==> config.mk <==
export PLATFORM = sky130hd
export DESIGN_NAME = reset_sequencer
export DESIGN_NICKNAME = d
export VERILOG_FILES = /design/src/rtl/reset_seq_pkg.sv /design/src/rtl/reset_seq_delay.sv /design/src/rtl/reset_sequencer.sv
export SDC_FILE = /design/constraint.sdc
export NUM_CORES = 1
export LEC_CHECK = 0
export BUFFER_PORTS_ARGS = -buffer_cell sky130_fd_sc_hd__buf_2
export CORE_MARGIN = 4
export CORE_UTILIZATION = 45
export CTS_BUF_LIST = sky130_fd_sc_hd__clkbuf_16
export CTS_CLUSTER_DIAMETER = 40
export DETAILED_ROUTE_END_ITERATION = 7
export GPL_ROUTABILITY_DRIVEN = 1
export PLACE_DENSITY = 0.75
export SYNTH_ARGS = -nofsm -noshare
export SYNTH_HDL_FRONTEND = slang
export SYNTH_SLANG_ARGS = --single-unit
==> constraint.sdc <==
create_clock -name clk -period 3 [get_ports clk]
set_input_delay 0.3 -clock clk [delete_from_list [all_inputs] [get_ports clk]]
set_output_delay 0.3 -clock clk [all_outputs]
set_load 0.02 [all_outputs]
==> src/rtl/reset_seq_pkg.sv <==
// Shared types and helpers for the reset sequencer: FSM state encoding,
// stage index width rule and output polarity mapping.
package reset_seq_pkg;

  typedef enum logic [2:0] {
    ST_HOLD,
    ST_WAIT_DLY,
    ST_RELEASE,
    ST_WAIT_RDY,
    ST_DONE,
    ST_UNWIND,
    ST_ERROR
  } seq_state_e;

  localparam int MIN_STAGES = 1;
  localparam int MAX_STAGES = 16;

  // One extra bit over the minimum so a count of NUM_STAGES is representable.
  function automatic int stage_idx_w(input int num_stages);
    return $clog2(num_stages) + 1;
  endfunction

  // Maps an internal "asserted" flag onto the pin level.
  function automatic logic rst_level(input logic asserted, input bit active_high);
    return active_high ? asserted : !asserted;
  endfunction

endpackage

==> src/rtl/reset_seq_delay.sv <==
// Loadable up-counter that stops at a programmable terminal value and flags it.
// Used for both the inter-stage delay and the ready timeout.
module reset_seq_delay #(
  parameter int W = 8
) (
  input  logic         clk,
  input  logic         rst,
  input  logic         load,
  input  logic         en,
  input  logic [W-1:0] terminal,
  output logic         tc
);

  logic [W-1:0] cnt_q;
  logic [W-1:0] cnt_d;

  assign tc = (cnt_q == terminal);

  always_comb begin
    cnt_d = cnt_q;
    if (load) begin
      cnt_d = '0;
    end else if (en && !tc) begin
      cnt_d = cnt_q + W'(1);
    end
  end

  always_ff @(posedge clk) begin
    if (rst) begin
      cnt_q <= '0;
    end else begin
      cnt_q <= cnt_d;
    end
  end

endmodule

==> src/rtl/reset_sequencer.sv <==
// Releases NUM_STAGES reset domains in index order, each gated by its ready ack;
// a soft request unwinds them highest-first and restarts. Optional ready
// timeout is enabled with `define RESET_SEQ_TIMEOUT_EN.
//
// state      | meaning
// HOLD       | all stages asserted, one cycle before sequencing starts
// WAIT_DLY   | counting the gap before releasing stage stage_idx
// RELEASE    | stage stage_idx just deasserted
// WAIT_RDY   | waiting for stage_ready[stage_idx]
// DONE       | every stage released and acknowledged
// UNWIND     | re-asserting released stages, one per cycle, highest first
// ERROR      | a stage missed its ready deadline, all stages asserted
module reset_sequencer
  import reset_seq_pkg::*;
#(
  parameter int  NUM_STAGES   = 4,
  parameter int  DELAY_W      = 8,
  parameter int  STAGE_DELAY  = 16,
  parameter bit  POLARITY_OUT = 1'b1,
  parameter int  TIMEOUT      = 255,
  localparam int IDX_W        = stage_idx_w(NUM_STAGES)
) (
  input  logic                  clk,
  input  logic                  rst,
  input  logic                  soft_rst_req,
  input  logic [NUM_STAGES-1:0] stage_ready,
  output logic [NUM_STAGES-1:0] rst_out,
  output logic [IDX_W-1:0]      stage_idx,
  output logic                  seq_done,
  output logic                  seq_error
);

  seq_state_e            state_q, state_d;
  logic [IDX_W-1:0]      idx_q, idx_d;
  logic [NUM_STAGES-1:0] act_q, act_d;
  logic                  done_q, done_d;
  logic                  err_q, err_d;

  logic                  dly_tc;
  logic                  tmo_tc;
  logic                  ready_sel;
  logic                  any_rel;
  logic [IDX_W-1:0]      top_rel;
  logic                  is_last;

  reset_seq_delay #(.W(DELAY_W)) u_dly (
    .clk      (clk),
    .rst      (rst),
    .load     (state_q != ST_WAIT_DLY),
    .en       (1'b1),
    .terminal (DELAY_W'(STAGE_DELAY)),
    .tc       (dly_tc)
  );

`ifdef RESET_SEQ_TIMEOUT_EN
  localparam int TO_W = $clog2(TIMEOUT + 1);

  // Counter reads 0 on the first WAIT_RDY cycle, so TIMEOUT-1 marks the last one.
  reset_seq_delay #(.W(TO_W)) u_tmo (
    .clk      (clk),
    .rst      (rst),
    .load     (state_q != ST_WAIT_RDY),
    .en       (1'b1),
    .terminal (TO_W'(TIMEOUT - 1)),
    .tc       (tmo_tc)
  );
`else
  assign tmo_tc = 1'b0;
`endif

  always_comb begin
    ready_sel = 1'b0;
    any_rel   = 1'b0;
    top_rel   = '0;
    for (int i = 0; i < NUM_STAGES; i++) begin
      if (IDX_W'(i) == idx_q) begin
        ready_sel = stage_ready[i];
      end
      if (!act_q[i]) begin
        any_rel = 1'b1;
        top_rel = IDX_W'(i);
      end
    end
  end

  assign is_last = (idx_q == IDX_W'(NUM_STAGES - 1));

  always_comb begin
    state_d = state_q;
    idx_d   = idx_q;
    act_d   = act_q;
    done_d  = done_q;
    err_d   = err_q;
    if (soft_rst_req && (state_q inside {ST_WAIT_DLY, ST_RELEASE, ST_WAIT_RDY,
                                         ST_DONE, ST_ERROR})) begin
      state_d = ST_UNWIND;
      done_d  = 1'b0;
      err_d   = 1'b0;
    end else begin
      case (state_q)
        ST_HOLD: state_d = ST_WAIT_DLY;
        ST_WAIT_DLY: begin
          if (dly_tc) begin
            state_d = ST_RELEASE;
            for (int i = 0; i < NUM_STAGES; i++) begin
              if (IDX_W'(i) == idx_q) act_d[i] = 1'b0;
            end
          end
        end
        ST_RELEASE: state_d = ST_WAIT_RDY;
        ST_WAIT_RDY: begin
          if (ready_sel) begin
            if (is_last) begin
              state_d = ST_DONE;
              done_d  = 1'b1;
            end else begin
              state_d = ST_WAIT_DLY;
              idx_d   = idx_q + IDX_W'(1);
            end
          end else if (tmo_tc) begin
            state_d = ST_ERROR;
            err_d   = 1'b1;
            act_d   = '1;
          end
        end
        ST_DONE, ST_ERROR: state_d = state_q;
        ST_UNWIND: begin
          if (any_rel) begin
            idx_d = top_rel;
            for (int i = 0; i < NUM_STAGES; i++) begin
              if (IDX_W'(i) == top_rel) act_d[i] = 1'b1;
            end
          end else begin
            idx_d   = '0;
            state_d = ST_HOLD;
          end
        end
        default: state_d = ST_HOLD;
      endcase
    end
  end

  always_ff @(posedge clk) begin
    if (rst) begin
      state_q <= ST_HOLD;
      idx_q   <= '0;
      act_q   <= '1;
      done_q  <= 1'b0;
      err_q   <= 1'b0;
    end else begin
      state_q <= state_d;
      idx_q   <= idx_d;
      act_q   <= act_d;
      done_q  <= done_d;
      err_q   <= err_d;
    end
  end

  always_comb begin
    rst_out = '0;
    for (int i = 0; i < NUM_STAGES; i++) begin
      rst_out[i] = rst_level(act_q[i], POLARITY_OUT);
    end
  end

  assign stage_idx = idx_q;
  assign seq_done  = done_q;
  assign seq_error = err_q;

endmodule
==> results of run 1 <==
-- critical path: stages, from the launching register on --
cell     delay (ns)
dfxtp_1        0.44
inv_1          0.10
ha_1           0.27
nor4b_1        0.37
a21oi_1        0.08
a21oi_1        0.27
mux2_2         0.38
-- state kept, by name (all words and copies together), names as in the netlist --
| signal | flops |
|---|---|
| rst_out | 4 |
| seq_done | 1 |
| stage_idx | 3 |
| state_q | 3 |
| u_dly.cnt_q | 8 |
-- how the worst max path moves through the flow --
stage	start	endpoint	slack, ns	cells past startpoint
after floorplan	stage_idx[2]	stage_idx[1]	1.07	6
after global placement	stage_idx[2]	stage_idx[1]	1.10	6
after detailed placement	stage_idx[2]	stage_idx[1]	1.01	6
after CTS	stage_idx[2]	stage_idx[1]	0.99	6
after global routing	stage_idx[2]	stage_idx[1]	0.87	6
final	stage_idx[2]	stage_idx[1]	0.97	6
-- cells by family (layout without fill, tap and decap cells) --
family	count (synthesis)	in the layout	synth area share, %
fa+ha+maj	7	7	7.83
compound gates	27	27	17.0
other cells	1	1	0.335
flops	19	19	34.0
buf+inv	14	27	5.26
xor+xnor	7	7	5.48
simple gates	53	53	27.3
mux	3	3	2.80
-- cell usage in the layout, fill, tap and decap left out, types with 2 or more instances in the layout --
cell,count
dfxtp_1,19
nor2_1,14
buf_2,14
inv_1,9
nand2_1,9
nand3_1,7
a21oi_1,7
ha_1,7
xor2_1,5
nor2b_1,3
clkbuf_16,3
or3_1,2
nor3b_1,2
and3_1,2
a31oi_1,2
o21ai_0,2
xnor2_1,2
mux2i_1,2
nor3_1,2
a21o_1,2
o31ai_1,2
-- per-stage QoR --
stage	instance area (sq um)	instances
after floorplan	1120	131
after global placement	1200	168
after detailed placement	1200	168
after CTS	1280	172
after global routing	1280	172
final	1280	172
-- where the power goes --
group	total [mW]	switching, mW	leakage, nW	internal [mW]
Clock	0.274	0.0956	0.0409	0.179
Sequential	0.273	0.0145	0.154	0.258
Combinational	0.0622	0.0326	0.322	0.0296
-- routing by layer --
| metal | share of wire [%] | GRT usage, % | vias up |
|---|---|---|---|
| li1 | - | - | 491 |
| met1 | 47 | 21.6 | 459 |
| met2 | 45 | 23.9 | 44 |
| met3 | 7.4 | 2.67 | 2 |
| met4 | 0.50 | 3.97 | 0 |
| met5 | 0 | 0 | - |
-- cell type report --
| class | instances | area (sq um) | share of cell area, % |
|---|---|---|---|
| clock buffers | 3 | 75.1 | 5.87 |
| repair buffers | 14 | 70.1 | 5.48 |
| multi-input cells | 98 | 679 | 53.1 |
| flip-flops and latches | 19 | 380 | 29.7 |
| clock inverters | 1 | 5.00 | 0.391 |
| inverters | 9 | 33.8 | 2.64 |
| well taps | 28 | 35.0 | 2.74 |
==> flow_summary.yaml, run 1 <==
place:
  hpwl_mm: 1.80
  portBuffers: 14
  gp_congestion: 0.883
  dp_slack_ns: 1.01
worst_hold_path:
  min_path_cells: 2
  whs_endpoint: "state_q[2]"
  hold_start: "rst"
  hp-class: "input pin to register"
pwr:
  leakage_nw: 0.517
  power.density_nw_per_um2: 476
  p_total_mw: 0.609
  ir_drop_mv: 0.293
clock_network:
  numCtsBuffers: 3
  root_buffer: "clkbuf_16"
  cts.clk_slew.worst_paths_ns: 0.06
  clock_path_buffers: 2
  clk-insertion-delay-late_ns: 0.25
  cts_resized: 0
  cts_setup_buffers: 0
  cts_tree: "done"
  cts.sinks: 19
  h-tree-depth: 1
  cts_hold_buf: 0
synthesis:
  synth_common_cells: "dfxtp_1 (19), nor2_1 (14), inv_1 (9), nand2_1 (9)"
  yosys.cell_types.count: 48
  synth_seq_area_share_pct: 34.0
  synth-edff-count: 0
  synth.cell_area_sq_um: 1120
  syn_avg_cell_area_sq_um: 8.54
  synth_area_leaders: "dfxtp_1 (34%), ha_1 (7.8%), nor2_1 (4.7%)"
  synth.ff_latch_count: 19
  synth_top_area_share_pct: 34.0
  async_reset_ff_share_pct: 0
  synthCells: 131
  synth_nets: 145
  synth_top_area_cell: "dfxtp_1"
  ys_warn_count: 0
  ys_dominant_reg_cell: "dfxtp_1"
  yosysMostFrequentCell: "dfxtp_1"
critical_path:
  critPathCaptureType: "register"
  cp.required_ns: 3.14
  path_class: "register to register"
  r2r_slack_ns: 0.97
  cp-start-kind: "register"
  worstPathArrival_ns: 2.16
  ff2ff_path_depth: 6
  critPathMaxFanout: 5
  worstReg2RegEnd: "stage_idx[1]"
  r2r-start: "stage_idx[2]"
routing:
  drcViolationCount: 0
  vias_per_cell: 5.79
  drt_iter0_markers: 42
  finalWirelength_mm: 2.40
  via_count: 996
  post_drt_wl_per_cell_microns: 13.9
  firstDrtPassIters: 4
  ant_nets: 0
global_route:
  grt_max_degree: 17
  grt-ovfl-total: 0
  track_usage_pct: 15.3
  grt_pass1_vias: 893
  grt_pass1_wl_mm: 4.11
  antenna_found_initial: 0
layout:
  syn_to_final_growth_pct: 14.3
  n_antenna_cell: 0
  nets: 159
  finish.utilization_pct: 55.7
  filler_cell_count: 210
  drive_gt1_share_pct: 16.7
floorplan:
  initial_core_util_pct: 48.7
  ioPinCount: 16
  core_sq_um: 2300
  die_y_microns: 57.9
  dieWidth_microns: 57.9
  die-area_sq_um: 3350
  rows: 17
outcome:
  status: "complete, no violations"
timing:
  fmax_ghz: 0.493
  hold_violations: 0
  slew_violations: 0
  worst_slack_ns: 0.973
  finalSetupViolations: 0
  period_minus_slack_ns: 2.03
  tns_ns: 0
  finalCritPeriodShare_pct: 67.6
  grt_setup_unrepaired: "false"
  finalClockSkew_ns: 0.00188
  hold_ws_ns: 0.367
run:
  maxCapViolCount: 0
(Power assumes the default switching activity.)
==> run 2, diff against run 1 <==
clock period = 2 ns   (was 3 ns; I/O delays follow)
==> flow_summary.yaml, run 2 (same netlist as run 1, synthesis figures left out) <==
routing:
  ant_nets: 0
  drcViolationCount: 0
  drt_iter0_markers: 28
  finalWirelength_mm: 2.43
  via_count: 995
  firstDrtPassIters: 4
  post_drt_wl_per_cell_microns: 13.6
  vias_per_cell: 5.59
critical_path:
  critPathMaxFanout: 5
  ff2ff_path_depth: 6
  critPathCaptureType: "register"
  critPathSlowestCell: "dfxtp_1"
  cp_num_buf_inv: 0
  cp-start-kind: "register"
  crit_top_cell: "ha_1"
  r2r-start: "stage_idx[0]"
  r2r_slack_ns: 0.16
  cpPeakStageDelay_ns: 0.34
  path_cells: "ha_1 > ha_1 > nor4b_1 > a21oi_1 > a21oi_2 > mux2_2"
  crit_family: "adder cells"
  cp.required_ns: 2.14
  worstPathArrival_ns: 1.98
  path_class: "register to register"
  worstReg2RegEnd: "stage_idx[1]"
pwr:
  p_int_mw: 0.713
  clockPowerShare_pct: 44.0
  p_sw_mw: 0.218
  p_comb_share_pct: 13.7
  p_sw_share_pct: 23.4
  leakage_nw: 0.549
  p_seq_share_pct: 42.3
  power.density_nw_per_um2: 698
  ir_drop_mv: 0.508
layout:
  syn_to_final_growth_pct: 19.1
  nets: 165
  mostFrequentLayoutCell: "dfxtp_1"
  n_antenna_cell: 0
  final_cell_mix: "dfxtp_1 (19), nor2_1 (14), buf_2 (14)"
  filler_cell_count: 202
  top_register: "u_dly.cnt_q"
  design_area_sq_um: 1330
  drive_gt1_share_pct: 21.3
  largest_reg_flops: 8
  finish.utilization_pct: 58.0
place:
  gp_congestion: 0.922
  portBuffers: 14
  hpwl_mm: 1.82
  placed_area_sq_um: 1240
worst_hold_path:
  hold_start: "rst"
  hp-class: "input pin to register"
  whs_endpoint: "state_q[2]"
  min_path_cells: 2
floorplan:
  initial_core_util_pct: 48.7
  ioPinCount: 16
  dieWidth_microns: 57.9
  rows: 17
  die_y_microns: 57.9
  core_sq_um: 2300
  die-area_sq_um: 3350
outcome:
  status: "complete, no violations"
timing:
  hold_violations: 0
  finalClockSkew_ns: 0.00396
  finalCritPeriodShare_pct: 91.9
  hold_ws_ns: 0.265
  fmax_ghz: 0.544
  grt_setup_unrepaired: "false"
  slew_violations: 0
  finalSetupViolations: 0
  period_minus_slack_ns: 1.84
  tns_ns: 0
global_route:
  grt_pass1_vias: 939
  grt-ovfl-total: 0
  grt_max_degree: 16
  antenna_found_initial: 0
  track_usage_pct: 16.1
  grt_pass1_wl_mm: 4.18
clock_network:
  clock_path_buffers: 2
  cts.sinks: 19
  h-tree-depth: 1
  cts_hold_buf: 0
  cts_tree: "done"
  cts.clk_slew.worst_paths_ns: 0.05
  numCtsBuffers: 3
  clk-insertion-delay-late_ns: 0.25
  root_buffer: "clkbuf_16"
run:
  maxCapViolCount: 0
## run 2: changes by cell type in the layout (fill, tap and decap cells not counted)
cell,previous run,this run
o31ai_2,0,1
a21oi_1,7,6
a21oi_2,0,1
o31ai_1,2,1
buf_4,0,6
## run 2: per-layer routing
layer | track usage [%] | wire length, microns | vias to the layer above
li1 | - | - | 506
met1 | 20.5 | 1170 | 453
met2 | 25.6 | 1080 | 31
met3 | 2.67 | 126 | 5
met4 | 8.94 | 55 | 0
met5 | 0 | 0 | -
## run 2: power groups by stage
| stage | clock, mW | combinational, mW | sequential (mW) |
|---|---|---|---|
| after floorplan | 0 | 0.0854 | 0.403 |
| after global placement | 0 | 0.121 | 0.401 |
| after detailed placement | 0 | 0.124 | 0.401 |
| after CTS | 0.419 | 0.124 | 0.393 |
| after global routing | 0.431 | 0.141 | 0.394 |
| final | 0.409 | 0.128 | 0.393 |
## run 2: cell type report
type | instances | area, sq um | area share (%)
clock buffers | 3 | 75.1 | 5.63
clock inverters | 1 | 5.00 | 0.376
inverters | 9 | 33.8 | 2.54
multi-input cells | 98 | 688 | 51.6
flip-flops and latches | 19 | 380 | 28.5
well taps | 28 | 35.0 | 2.63
repair buffers | 20 | 115 | 8.64
## run 2: repair_timing
action | in CTS | in global routing
setup buffers | 0 | 0
endpoints found under the setup margin | 0 | 1
gates resized for setup | 0 | 2
## run 2: worst max path at each step
| stage | startpoint | to | slack [ns] | depth (start not counted) |
|---|---|---|---|---|
| floorplan | stage_idx[2] | stage_idx[1] | 0.07 | 6 |
| global placement | stage_idx[0] | stage_idx[1] | 0.21 | 6 |
| detailed placement | stage_idx[0] | stage_idx[1] | 0.13 | 6 |
| CTS | stage_idx[0] | stage_idx[1] | 0.12 | 6 |
| global route | stage_idx[1] | stage_idx[1] | 0.02 | 6 |
| finish | stage_idx[0] | stage_idx[1] | 0.16 | 6 |
## run 2: metrics by stage
stage               std cells  setup WS (ns)  total power, mW
finish                    178          0.162            0.931
CTS                       178          0.125            0.937
detailed placement        174          0.132            0.525
global route              178         0.0169            0.966
global placement          174          0.213            0.522
floorplan                 131         0.0676            0.488
==> run 3, diff against run 2 <==
--- a/config.mk
+++ b/config.mk
@@ -14,2 +14,3 @@
 export GPL_ROUTABILITY_DRIVEN = 1
+export GPL_TIMING_DRIVEN = 0
 export PLACE_DENSITY = 0.75
==> constraint.sdc (replaced) <==
create_clock -name clk -period 2 [get_ports clk]
set_input_delay 0.5 -clock clk [delete_from_list [all_inputs] [get_ports clk]]
set_output_delay 0.5 -clock clk [all_outputs]
set_load 0.02 [all_outputs]
==> flow_summary.yaml, run 3 (same netlist as run 1, synthesis figures left out) <==
critical_path:
  critPathCaptureType: "register"
  critPathSlowestCell: "nor4b_2"
  cp.required_ns: 2.14
  path_class: "register to register"
  r2r-start: "stage_idx[0]"
  ff2ff_path_depth: 6
  r2r_slack_ns: 0.09
  crit_top_cell: "ha_1"
  worstPathArrival_ns: 2.05
  cp-start-kind: "register"
  worstReg2RegEnd: "stage_idx[1]"
  critPathMaxFanout: 5
  cpPeakStageDelay_ns: 0.36
  path_cells: "ha_1 > ha_1 > nor4b_2 > a21oi_1 > a21oi_2 > mux2_2"
floorplan:
  die_y_microns: 57.9
  core_sq_um: 2300
  rows: 17
  ioPinCount: 16
  dieWidth_microns: 57.9
  initial_core_util_pct: 48.7
  die-area_sq_um: 3350
routing:
  drcViolationCount: 0
  vias_per_cell: 5.56
  ant_nets: 0
  drt_iter0_markers: 67
  via_count: 989
  firstDrtPassIters: 4
  finalWirelength_mm: 2.43
  post_drt_wl_per_cell_microns: 13.6
pwr:
  leakage_nw: 0.544
  p_seq_share_pct: 43.0
  p_int_mw: 0.706
  p_sw_share_pct: 23.8
  power.density_nw_per_um2: 698
  p_sw_mw: 0.220
  ir_drop_mv: 0.679
  clockPowerShare_pct: 44.0
  p_comb_share_pct: 13.0
run:
  maxCapViolCount: 0
layout:
  drive_gt1_share_pct: 20.7
  seq_area_sq_um: 382
  n_antenna_cell: 0
  largest_reg_flops: 8
  filler_cell_count: 218
  multiInputGateArea_sq_um: 694
  final_cell_mix: "dfxtp_1 (18), buf_2 (16), nor2_1 (14)"
  mostFrequentLayoutCell: "dfxtp_1"
  top_register: "u_dly.cnt_q"
  syn_to_final_growth_pct: 18.6
  nets: 165
place:
  gp_congestion: 0.808
  hpwl_mm: 1.79
  dp_slack_ns: -0.0864
  portBuffers: 14
worst_hold_path:
  hp-class: "register to register"
  min_path_cells: 1
  whs_endpoint: "seq_done"
  hold_start: "seq_done"
global_route:
  grt_pass1_vias: 891
  use_met1_pct: 21.1
  gr-usage-met2_pct: 23.7
  track_usage_pct: 15.5
  gr-usage-met3_pct: 4.68
  antenna_found_initial: 0
  grt_max_degree: 11
  grt.busiest_layer: "met2"
  grt-ovfl-total: 0
  grt_pass1_wl_mm: 4.04
clock_network:
  clk-insertion-delay-late_ns: 0.25
  cts.sinks: 19
  root_buffer: "clkbuf_16"
  cts_tree: "done"
  h-tree-depth: 1
  numCtsBuffers: 3
  cts.clk_slew.worst_paths_ns: 0.06
  clock_path_buffers: 2
timing:
  worst_slack_ns: 0.0883
  hold_ws_ns: 0.462
  fmax_ghz: 0.523
  period_minus_slack_ns: 1.91
  finalCritPeriodShare_pct: 95.6
  finalClockSkew_ns: 0.00575
  finalSetupViolations: 0
  slew_violations: 0
  hold_violations: 0
  tns_ns: 0
outcome:
  status: "complete, no violations"
-- run 3: cell count changes in the layout (fill, tap and decap cells not counted), sizes merged --
| cell | before | now |
|---|---|---|
| clkinv | 1 | 0 |
| buf | 20 | 18 |
| clkbuf | 3 | 5 |
| inv | 9 | 10 |
-- run 3: how the worst max path moves through the flow --
stage | startpoint | end | slack, ns | cells past startpoint
2_1_floorplan | stage_idx[2] | stage_idx[1] | 0.07 | 6
3_3_place_gp | stage_idx[2] | stage_idx[1] | -0.14 | 6
3_5_place_dp | stage_idx[2] | stage_idx[1] | -0.09 | 6
4_1_cts | stage_idx[2] | stage_idx[1] | 0.0009 | 6
5_1_grt | stage_idx[0] | stage_idx[1] | -0.004 | 6
6_report | stage_idx[0] | stage_idx[1] | 0.09 | 6
-- run 3: layout make-up --
type	count	share of cell area, %
well taps	28	2.64
clock inverters	1	0.283
inverters	9	2.55
multi-input cells	98	52.4
repair buffers	15	5.85
plain buffers	5	1.89
flip-flops and latches	19	28.8
clock buffers	3	5.66
-- run 3: power by group through the flow --
stage	sequential (mW)	clock (mW)	combinational [mW]
floorplan	0.403	0	0.0854
global placement	0.405	0	0.109
detailed placement	0.405	0	0.111
CTS	0.398	0.419	0.112
global route	0.400	0.432	0.132
finish	0.398	0.408	0.120
-- run 3: metrics by stage --
stage / power [mW] / std cells / cell area [sq um] / util (%)
floorplan: 0.488 / 131 / 1120 / -
global placement: 0.514 / 173 / 1220 / 53.3
detailed placement: 0.516 / 173 / 1220 / 53.3
CTS: 0.929 / 177 / 1310 / 57.0
global route: 0.965 / 178 / 1330 / 57.7
finish: 0.926 / 178 / 1330 / 57.7
-- run 3: routing by layer --
layer / share of wire, % / vias up
met3: 5.9 / 5
met2: 47 / 23
met4: 0.82 / 0
li1: - / 503
met1: 47 / 458
met5: 0 / -
-- run 3: repair_timing --
| item | 4_1_cts | 5_1_grt |
|---|---|---|
| hold buffers | 0 | 0 |
| setup buffers | 0 | 1 |
| gates cloned | 0 | 0 |
| pin swaps | 0 | 1 |
| setup endpoints to repair | 1 | 3 |
| resized for setup | 1 | 3 |
-- run 3: critical path, delay by kind of cell (launching register included) --
kind            cells  cell delay (ns)
compound gates      2             0.30
fa+ha+maj           2             0.45
flops               1             0.34
mux                 1             0.35
simple gates        1             0.36
